File: src/rtl/param_step_counter_if.sv
// Handshake bundle for param_step_counter: control/load inputs and the
// registered counter value with its status flags.
interface param_step_counter_if #(
  parameter int WIDTH = 10
) ();
  logic                    en;
  logic                    mode;
  logic                    load;
  logic signed [WIDTH-1:0] load_val;
  logic signed [WIDTH-1:0] cnt;
  logic                    at_max;
  logic                    at_min;
  logic                    blocked;
  logic                    load_err;

  modport master (
    output en, mode, load, load_val,
    input  cnt, at_max, at_min, blocked, load_err
  );

  modport slave (
    input  en, mode, load, load_val,
    output cnt, at_max, at_min, blocked, load_err
  );
endinterface

File: src/rtl/param_step_counter.sv
// Bounded signed up/down step counter with a forbidden value, range-checked load
// and registered status flags. Define PARAM_STEP_COUNTER_WRAP_EN to wrap at the bounds.
module param_step_counter #(
  parameter int WIDTH   = 10,
  parameter int RST_VAL = 17,
  parameter int MAX_VAL = 269,
  parameter int MIN_VAL = -263,
  parameter int INV_VAL = -47,
  parameter int UP_STEP = 4,
  parameter int DN_STEP = 10
) (
  input logic                 clk,
  input logic                 rst,
  param_step_counter_if.slave bus
);

  // Two guard bits keep cnt +/- 2*step free of overflow.
  localparam int EW = WIDTH + 2;

  localparam logic signed [EW-1:0]    MAX_E = EW'(MAX_VAL);
  localparam logic signed [EW-1:0]    MIN_E = EW'(MIN_VAL);
  localparam logic signed [EW-1:0]    INV_E = EW'(INV_VAL);
  localparam logic signed [EW-1:0]    UP_E  = EW'(UP_STEP);
  localparam logic signed [EW-1:0]    DN_E  = EW'(DN_STEP);
  localparam logic signed [EW-1:0]    UP2_E = EW'(2 * UP_STEP);
  localparam logic signed [EW-1:0]    DN2_E = EW'(2 * DN_STEP);
  localparam logic signed [WIDTH-1:0] RST_W = WIDTH'(RST_VAL);
  localparam logic signed [WIDTH-1:0] MAX_W = WIDTH'(MAX_VAL);
  localparam logic signed [WIDTH-1:0] MIN_W = WIDTH'(MIN_VAL);

  if (!(MIN_VAL < INV_VAL && INV_VAL < MAX_VAL &&
        MIN_VAL <= RST_VAL && RST_VAL <= MAX_VAL && RST_VAL != INV_VAL &&
        UP_STEP > 0 && DN_STEP > 0 &&
        MIN_VAL >= -(2 ** (WIDTH - 1)) && MAX_VAL <= (2 ** (WIDTH - 1)) - 1))
  begin : g_param_err
    $fatal(1, "param_step_counter: illegal parameter set");
  end

  function automatic logic signed [EW-1:0] widen(input logic signed [WIDTH-1:0] c);
    widen = {{2{c[WIDTH-1]}}, c};
  endfunction

  function automatic logic signed [EW-1:0] step_up(input logic signed [WIDTH-1:0] c);
    logic signed [EW-1:0] e;
    e = widen(c);
    step_up = ((e + UP_E) == INV_E) ? (e + UP2_E) : (e + UP_E);
  endfunction

  function automatic logic signed [EW-1:0] step_dn(input logic signed [WIDTH-1:0] c);
    logic signed [EW-1:0] e;
    e = widen(c);
    step_dn = ((e - DN_E) == INV_E) ? (e - DN2_E) : (e - DN_E);
  endfunction

  function automatic logic load_ok(input logic signed [WIDTH-1:0] v);
    logic signed [EW-1:0] e;
    e = widen(v);
    load_ok = (e >= MIN_E) && (e <= MAX_E) && (e != INV_E);
  endfunction

  localparam logic RST_AT_MAX = (step_up(RST_W) > MAX_E);
  localparam logic RST_AT_MIN = (step_dn(RST_W) < MIN_E);

  logic signed [WIDTH-1:0] r_cnt_p1;
  logic                    r_at_max_p1;
  logic                    r_at_min_p1;
  logic                    r_blocked_p1;
  logic                    r_load_err_p1;

  logic signed [EW-1:0]    w_up;
  logic signed [EW-1:0]    w_dn;
  logic signed [WIDTH-1:0] w_cnt_nxt;
  logic                    w_blocked_nxt;
  logic                    w_load_err_nxt;
  logic                    w_at_max_nxt;
  logic                    w_at_min_nxt;

  // Stage p0: next-state selection (load > step > hold) and look-ahead flags
  always_comb begin
    w_up           = step_up(r_cnt_p1);
    w_dn           = step_dn(r_cnt_p1);
    w_cnt_nxt      = r_cnt_p1;
    w_blocked_nxt  = 1'b0;
    w_load_err_nxt = 1'b0;
    if (bus.load) begin
      if (load_ok(bus.load_val)) begin
        w_cnt_nxt = bus.load_val;
      end else begin
        w_load_err_nxt = 1'b1;
      end
    end else if (bus.en) begin
      if (bus.mode) begin
        if (w_up > MAX_E) begin
          w_blocked_nxt = 1'b1;
`ifdef PARAM_STEP_COUNTER_WRAP_EN
          w_cnt_nxt = MIN_W;
`endif
        end else begin
          w_cnt_nxt = w_up[WIDTH-1:0];
        end
      end else begin
        if (w_dn < MIN_E) begin
          w_blocked_nxt = 1'b1;
`ifdef PARAM_STEP_COUNTER_WRAP_EN
          w_cnt_nxt = MAX_W;
`endif
        end else begin
          w_cnt_nxt = w_dn[WIDTH-1:0];
        end
      end
    end
    w_at_max_nxt = (step_up(w_cnt_nxt) > MAX_E);
    w_at_min_nxt = (step_dn(w_cnt_nxt) < MIN_E);
  end

  // Stage p1: registered counter and status
  always_ff @(posedge clk) begin
    if (!rst) begin
      r_cnt_p1      <= RST_W;
      r_at_max_p1   <= RST_AT_MAX;
      r_at_min_p1   <= RST_AT_MIN;
      r_blocked_p1  <= 1'b0;
      r_load_err_p1 <= 1'b0;
    end else begin
      r_cnt_p1      <= w_cnt_nxt;
      r_at_max_p1   <= w_at_max_nxt;
      r_at_min_p1   <= w_at_min_nxt;
      r_blocked_p1  <= w_blocked_nxt;
      r_load_err_p1 <= w_load_err_nxt;
    end
  end

  assign bus.cnt      = r_cnt_p1;
  assign bus.at_max   = r_at_max_p1;
  assign bus.at_min   = r_at_min_p1;
  assign bus.blocked  = r_blocked_p1;
  assign bus.load_err = r_load_err_p1;

`ifndef PARAM_STEP_COUNTER_WRAP_EN
  // MIN_W / MAX_W are only consumed by the wrap path.
  logic w_wrap_consts_unused;
  assign w_wrap_consts_unused = ^{MIN_W, MAX_W};
`endif

endmodule

File: src/flat_wrapper.sv
// flat-port wrapper written by rule: the top's interface ports become plain ports
module param_step_counter_flat 
#(
  parameter int WIDTH   = 10,
  parameter int RST_VAL = 17,
  parameter int MAX_VAL = 269,
  parameter int MIN_VAL = -263,
  parameter int INV_VAL = -47,
  parameter int UP_STEP = 4,
  parameter int DN_STEP = 10
)
  (clk, rst, bus_en, bus_mode, bus_load, bus_load_val, bus_cnt, bus_at_max, bus_at_min, bus_blocked, bus_load_err);
  param_step_counter_if #(.WIDTH(WIDTH)) bus_i ();
  input logic clk;
  input logic rst;
  input wire logic [$bits(bus_i.en)-1:0] bus_en;
  input wire logic [$bits(bus_i.mode)-1:0] bus_mode;
  input wire logic [$bits(bus_i.load)-1:0] bus_load;
  input wire logic [$bits(bus_i.load_val)-1:0] bus_load_val;
  output wire logic [$bits(bus_i.cnt)-1:0] bus_cnt;
  output wire logic [$bits(bus_i.at_max)-1:0] bus_at_max;
  output wire logic [$bits(bus_i.at_min)-1:0] bus_at_min;
  output wire logic [$bits(bus_i.blocked)-1:0] bus_blocked;
  output wire logic [$bits(bus_i.load_err)-1:0] bus_load_err;
  assign bus_i.en = bus_en;
  assign bus_i.mode = bus_mode;
  assign bus_i.load = bus_load;
  assign bus_i.load_val = bus_load_val;
  assign bus_cnt = bus_i.cnt;
  assign bus_at_max = bus_i.at_max;
  assign bus_at_min = bus_i.at_min;
  assign bus_blocked = bus_i.blocked;
  assign bus_load_err = bus_i.load_err;
  param_step_counter #(.WIDTH(WIDTH), .RST_VAL(RST_VAL), .MAX_VAL(MAX_VAL), .MIN_VAL(MIN_VAL), .INV_VAL(INV_VAL), .UP_STEP(UP_STEP), .DN_STEP(DN_STEP)) u_core (.clk(clk), .rst(rst), .bus(bus_i));
endmodule
File: config.mk
export PLATFORM = sky130hd
export DESIGN_NAME = param_step_counter_flat
export DESIGN_NICKNAME = d
export VERILOG_FILES = /design/src/rtl/param_step_counter_if.sv /design/src/rtl/param_step_counter.sv /design/src/flat_wrapper.sv
export SDC_FILE = /design/constraint.sdc
export NUM_CORES = 1
export LEC_CHECK = 0
export BUFFER_PORTS_ARGS = -buffer_cell sky130_fd_sc_hd__buf_2
export CAP_MARGIN = 10
export CORE_MARGIN = 2
export CORE_UTILIZATION = 45
export CTS_CLUSTER_SIZE = 25
export DETAILED_ROUTE_END_ITERATION = 10
export PLACE_DENSITY = 0.71
export SYNTH_ARGS = -nofsm -noshare
export SYNTH_HDL_FRONTEND = slang
export SYNTH_SLANG_ARGS = --single-unit
export TNS_END_PERCENT = 5
File: constraint.sdc
create_clock -name clk -period 5.95 [get_ports clk]
set_input_delay 1.19 -clock clk [delete_from_list [all_inputs] [get_ports clk]]
set_output_delay 1.19 -clock clk [all_outputs]
set_load 0.02 [all_outputs]
# Yosys cells after proc, flatten, opt, wreduce, memory -nomap -nowiden
# Index checks and enable logic that the tools add are counted.
[totals]
latch_bits = 0
register_bits = 14
ram_bits = 0
elab_cells = 44
out_inout_bits = 14
in_bits = 15
mem_count = 0
romBits = 0
[classes]
shifts = 0
div_mod_pow = 0
n_lt_le_gt_ge = 6
mux = 14
addsub = 8
reduce_logical = 4
bitwise_logic = 2
multipliers = 0
eq_ne = 5
[op_table]
columns = ["cell", "count"]
rows = [
  ["$mux W10", 6],
  ["$mux W12", 4],
  ["$eq A12 B7 Y1 const B", 3],
  ["$gt A12 B10 Y1 const B", 2],
  ["$lt A12 B10 Y1 const B", 2],
  ["$add A10 B4 Y11 const B", 2],
  ["$add A10 B5 Y11 const B", 2],
  ["$sub A10 B5 Y11 const B", 2],
  ["$sub A10 B6 Y11 const B", 2],
  ["$eq A11 B7 Y1 const B", 1],
  ["$ge A10 B10 Y1 const B", 1],
  ["$le A10 B10 Y1 const B", 1],
  ["$ne A10 B7 Y1 const B", 1],
  ["$mux W1", 4],
  ["$reduce_or A3 Y1", 1],
  ["$logic_and A1 B1 Y1", 2],
  ["$not A1 Y1", 2],
  ["$reduce_and A2 Y1", 1],
]

# Depth between registers and ports, before layout
[depth]
word_depth = 12
ltp_mapped = 21
ltp_nobuf = 18

# Worst setup path after synthesis
# OpenSTA, ideal clock, no wires.
[synth_timing]
kind = "reg2reg"
startpoint = "register u_core.r_cnt_p1[2] (netlist: u_core.bus.cnt[2])"
endpoint = "register u_core.r_at_min_p1 (netlist: u_core.bus.at_min)"
path_slack_ns = 1.078
period_less_slack_ns = 4.872
n_path_buf = 2
stages_incl_launch_ff = 19
setup_time_ns = 0.127
required_time_ns = 5.823
t_arrival_ns = 4.745
path_cell_list = "dfxtp_1 > clkbuf_1 > inv_1 > ha_1 > a211oi_4 > nand2_1 > a211oi_2 > o2111a_2 > o211ai_2 > buf_6 > o31a_1 > a211oi_1 > ha_1 > nand2b_1 > or3b_1 > a2111oi_1 > a221oi_1 > o311ai_1 > o21ai_1"
[synth_via]
elab_chain_cells = 12
word_cells_on_any_way = 21
classes_between = "6 x add/sub; 3 x order compare; 3 x eq/ne; 9 x mux"
[synth_lines]
columns = ["item", "line_no", "text"]
rows = [
  ["start, declared", "param_step_counter.sv:64", "logic signed [WIDTH-1:0] r_cnt_p1;"],
  ["start signal, assigned", "param_step_counter.sv:125", "r_cnt_p1 <= w_cnt_nxt;"],
  ["$sub A10 B5 Y11 / $add A10 B4 Y11 (equally long branches)", "param_step_counter.sv:52, param_step_counter.sv:46", ""],
  ["$eq A12 B7 Y1 / $eq A11 B7 Y1 (equally long branches)", "param_step_counter.sv:52, param_step_counter.sv:46", ""],
  ["$mux W12 (on tied branches)", "param_step_counter.sv:52, param_step_counter.sv:46", ""],
  ["$lt A12 B10 Y1 / $gt A12 B10 Y1 (equally long branches)", "param_step_counter.sv:102, param_step_counter.sv:93", ""],
  ["$mux W10 (on tied branches)", "param_step_counter.sv:102, param_step_counter.sv:93", ""],
  ["$mux W10 *", "param_step_counter.sv:92", "if (bus.mode) begin"],
  ["$mux W10 *", "param_step_counter.sv:91", "end else if (bus.en) begin"],
  ["$mux W10 *", "param_step_counter.sv:85", "if (bus.load) begin"],
  ["net u_core.w_cnt_nxt[3]", "param_step_counter.sv:72", "logic signed [WIDTH-1:0] w_cnt_nxt;"],
  ["$sub A10 B5 Y11", "param_step_counter.sv:52", "step_dn = ((e - DN_E) == INV_E) ? (e - DN2_E) : (e - DN_E);"],
  ["$eq A12 B7 Y1", "param_step_counter.sv:52", ""],
  ["$mux W12 *", "param_step_counter.sv:52", ""],
  ["$lt A12 B10 Y1 *", "param_step_counter.sv:113", "w_at_min_nxt = (step_dn(w_cnt_nxt) < MIN_E);"],
  ["end signal, assigned", "param_step_counter.sv:127", "r_at_min_p1 <= w_at_min_nxt;"],
  ["end, declared", "param_step_counter.sv:66", "logic r_at_min_p1;"],
]
# Mark *: on every way through the listed nets, which the timed path passes. The rest lies on a longest branch.
# A chain may end at the register's enable or synchronous reset.

# Worst setup path in the final report
[layout_timing]
startpoint = "register u_core.r_cnt_p1[2] (netlist: u_core.bus.cnt[2])"
endpoint = "register u_core.r_at_min_p1 (netlist: u_core.bus.at_min)"
[layout_via]
elab_chain_cells = 12
word_cells_on_any_way = 21
classes_between = "6 x add/sub; 3 x order compare; 3 x eq/ne; 9 x mux"
[layout_lines]
columns = ["item", "line_no"]
rows = [
  ["$sub A10 B5 Y11 / $add A10 B4 Y11 (equally long branches)", "param_step_counter.sv:52, param_step_counter.sv:46"],
  ["$eq A12 B7 Y1 / $eq A11 B7 Y1 (equally long branches)", "param_step_counter.sv:52, param_step_counter.sv:46"],
  ["$mux W12 (on tied branches)", "param_step_counter.sv:52, param_step_counter.sv:46"],
  ["$lt A12 B10 Y1 / $gt A12 B10 Y1 (equally long branches)", "param_step_counter.sv:102, param_step_counter.sv:93"],
  ["$mux W10 (on tied branches)", "param_step_counter.sv:102, param_step_counter.sv:93"],
  ["$mux W10", "param_step_counter.sv:92"],
  ["$mux W10", "param_step_counter.sv:91"],
  ["$mux W10 *", "param_step_counter.sv:85"],
  ["net u_core.w_cnt_nxt[2]", "param_step_counter.sv:72"],
  ["$sub A10 B5 Y11", "param_step_counter.sv:52"],
  ["$eq A12 B7 Y1", "param_step_counter.sv:52"],
  ["$mux W12 *", "param_step_counter.sv:52"],
  ["$lt A12 B10 Y1 *", "param_step_counter.sv:113"],
]
# Marks and branches as above.

==> reports/metrics.yaml <==
numPortBuffers: 28
cts.path.max_buffers: 2
die_y_um: 78.50
cap_violations: 0
power_switching_share_pct: 46.53
worstPathArrival_ns: 5.51
hold-path-cell-count: 2
powerDensity_nw_per_um2: 190.5
rows: 27
fmax_mhz: 185.7
period_minus_slack_ns: 5.384
drv_slew: 0
setup_tns_ns: 0
skew_ns: 0.0005385
clock_tree.root_cell: "clkbuf_8"
ctsHoldBuffers: 0
place_congestion: 0.9481
worstPathRequired_ns: 6.08
rsz0062_at_grt: "no"
antenna_found_initial: 0
firstDrtPassIters: 5
ys_seq_area_share_pct: 11.22
pwr-share-comb_pct: 57.1
ctsResizeCount: 0
worst-path-buf-inv: 2
p_switching_uw: 239.2
p_leak_uw: 0.001014
via_count: 2771
path_delay_family: "compound AO/OA/AOI/OAI gates"
wirelength_mm: 7.718
avgSynthCellArea_sq_um: 7.324
p_seq_share_pct: 24.9
yosys_warnings: 0
grt_max_degree: 27
yosysTopAreaCell: "dfxtp_1"
grt_overflow_total: 0
ant_nets: 0
path_depth: 17
timing.hold.ws_ns: 0.7772
start_kind: "flip-flop"
drive_gt1_share_pct: 17.23
grt_pass1_vias: 2478
die_w_um: 78.50
yosysUniqueCellTypes: 89
io_pins: 29
diodes: 0
crit_type: "flip-flop to flip-flop"
status: "completed"
fp.coreArea_sq_um: 5439
crit_chain: "inv_1, ha_1, a211oi_4, nand2_1, a211oi_2, o2111a_2, o211ai_2, or4b_2, a31oi_4, inv_1, ha_1, nand2b_1, or3b_1, a2111oi_1, a221oi_1, o311ai_1, o21ai_1"
slew-limit-headroom_pct: 39.74
postSynthCellCount: 341
finalPower_uw: 514.0
fin_nets: 384
setup_viol: 0
htreeDepth: 1
critPathSlowestCell: "or4b_2"
syn-num-nets: 370
drtIter0Drc: 278
multi_input_area_sq_um: 2038
synthTopCellsByArea: "dfxtp_1, ha_1, nand2_1"
wl_per_cell_um: 18.12
period_share_pct: 90.48
synth_seq_cells: 14
synthToLayoutAreaGrowth_pct: 8.016
post-cts-setup-buffers: 0
ys.flop_type: "dfxtp_1"
drc: 0
end_kind: "flip-flop"
worstSkewPairLatency_ns: 0.24
synth-edff-count: 0
grt_pass1_wl_mm: 12.56
clkSlewWorstSetupHoldPaths_ns: 0.06
tightestPinTransition_ns: 0.9027
crit_fanout: 15
ir_worst_vdd_v: 0.0001995
ys_async_sr_fraction_pct: 0
place.detailed.hpwl_mm: 5.824
netlist.area_leader.share_pct: 11.22
cpPeakStageDelay_ns: 0.71
final_cell_mix: "nand2_1, buf_2, nor2_1"
dieArea_sq_um: 6161
initial_core_util_pct: 45.92
vias_per_cell: 6.505
p_clk_share_pct: 18.1
numCtsBuffers: 3
synth_area_sq_um: 2497
fillers: 564
finalHoldViolations: 0
p_int_uw: 274.8
worstHoldPathType: "flip-flop to flip-flop"
cts_sinks: 14
cts_tree: "built"
register_area_sq_um: 280.3
reg2reg_depth: 17
groute.usage.overall_pct: 25.01
metrics by stage:
stage               instance area [sq um]  utilization, %  setup WS, ns  std cells
floorplan                            2497               -         1.078        341
global placement                     2643           48.59        0.8396        422
detailed placement                   2643           48.59        0.6631        422
CTS                                  2698           49.60        0.6329        426
global route                         2698           49.60        0.1237        426
finish                               2698           49.60        0.5663        426
sequential cells by signal, summed over array words and instances (netlist names):
| name | flops |
|---|---|
| u_core.bus.cnt | 10 |
| u_core.bus.at_max | 1 |
| u_core.bus.load_err | 1 |
| u_core.bus.at_min | 1 |
| u_core.bus.blocked | 1 |
worst min-delay path: cells and delay by family (launching register included):
family / cells / cell delay, ns
flops: 1 / 0.46
mux: 1 / 0.19
simple gates: 1 / 0.09
cell usage after synthesis, drive strengths merged (10+ instances only):
cell	count
dfxtp	14
nor2	27
ha	14
nand2	29
o21ai	22
a211oi	10
inv	18
buf	12
xnor2	13
clkbuf	10
a21oi	19
layout make-up:
| type | count | share of cell area, % |
|---|---|---|
| multi-input combinational | 286 | 75.56 |
| sequential | 14 | 10.39 |
| inverter | 19 | 2.644 |
| timing repair buffer | 31 | 6.030 |
| clock buffer | 4 | 2.041 |
| tap | 72 | 3.340 |
power by group through the flow:
stage | Combinational (uW) | Clock, uW | Sequential, uW
final | 293 | 92.9 | 128
after global routing | 321 | 99.9 | 130
after CTS | 288 | 95.5 | 127
after detailed placement | 286 | 0 | 129
after global placement | 282 | 0 | 129
after floorplan | 223 | 0 | 122
cells by family (layout without fill, tap and decap cells):
kind of cell               Yosys count  after routing  synth area share (%)
AOI/OAI and AO/OA                  133            133                 42.38
xor gates and xnor gates            14             14                 5.211
adders and majority gates           14             14                 7.014
buffers and inverters               41             54                 7.163
DFF                                 14             14                 11.22
muxes                                5              5                 2.054
and+or+nand+nor                    120            120                 24.95
final timing paths:
path                                 from                      endpoint  slack (ns)
max reg2reg  u_core.bus.cnt[2]$_SDFF_PN0_  u_core.bus.at_min$_SDFF_PN0_        0.57
min reg2reg  u_core.bus.cnt[0]$_SDFF_PN1_  u_core.bus.cnt[0]$_SDFF_PN1_        0.78
max          u_core.bus.cnt[2]$_SDFF_PN0_  u_core.bus.at_min$_SDFF_PN0_        0.57
min          u_core.bus.cnt[0]$_SDFF_PN1_  u_core.bus.cnt[0]$_SDFF_PN1_        0.78
per-layer routing:
layer / GRT usage [%] / vias to the layer above / wire [um]
met2: 42.59 / 116 / 3667
met5: 0 / - / 0
li1: - / 1330 / -
met1: 33.08 / 1311 / 3440
met3: 2.414 / 14 / 450
met4: 8.070 / 0 / 159
Note: power is estimated with default switching activity, not from simulation.
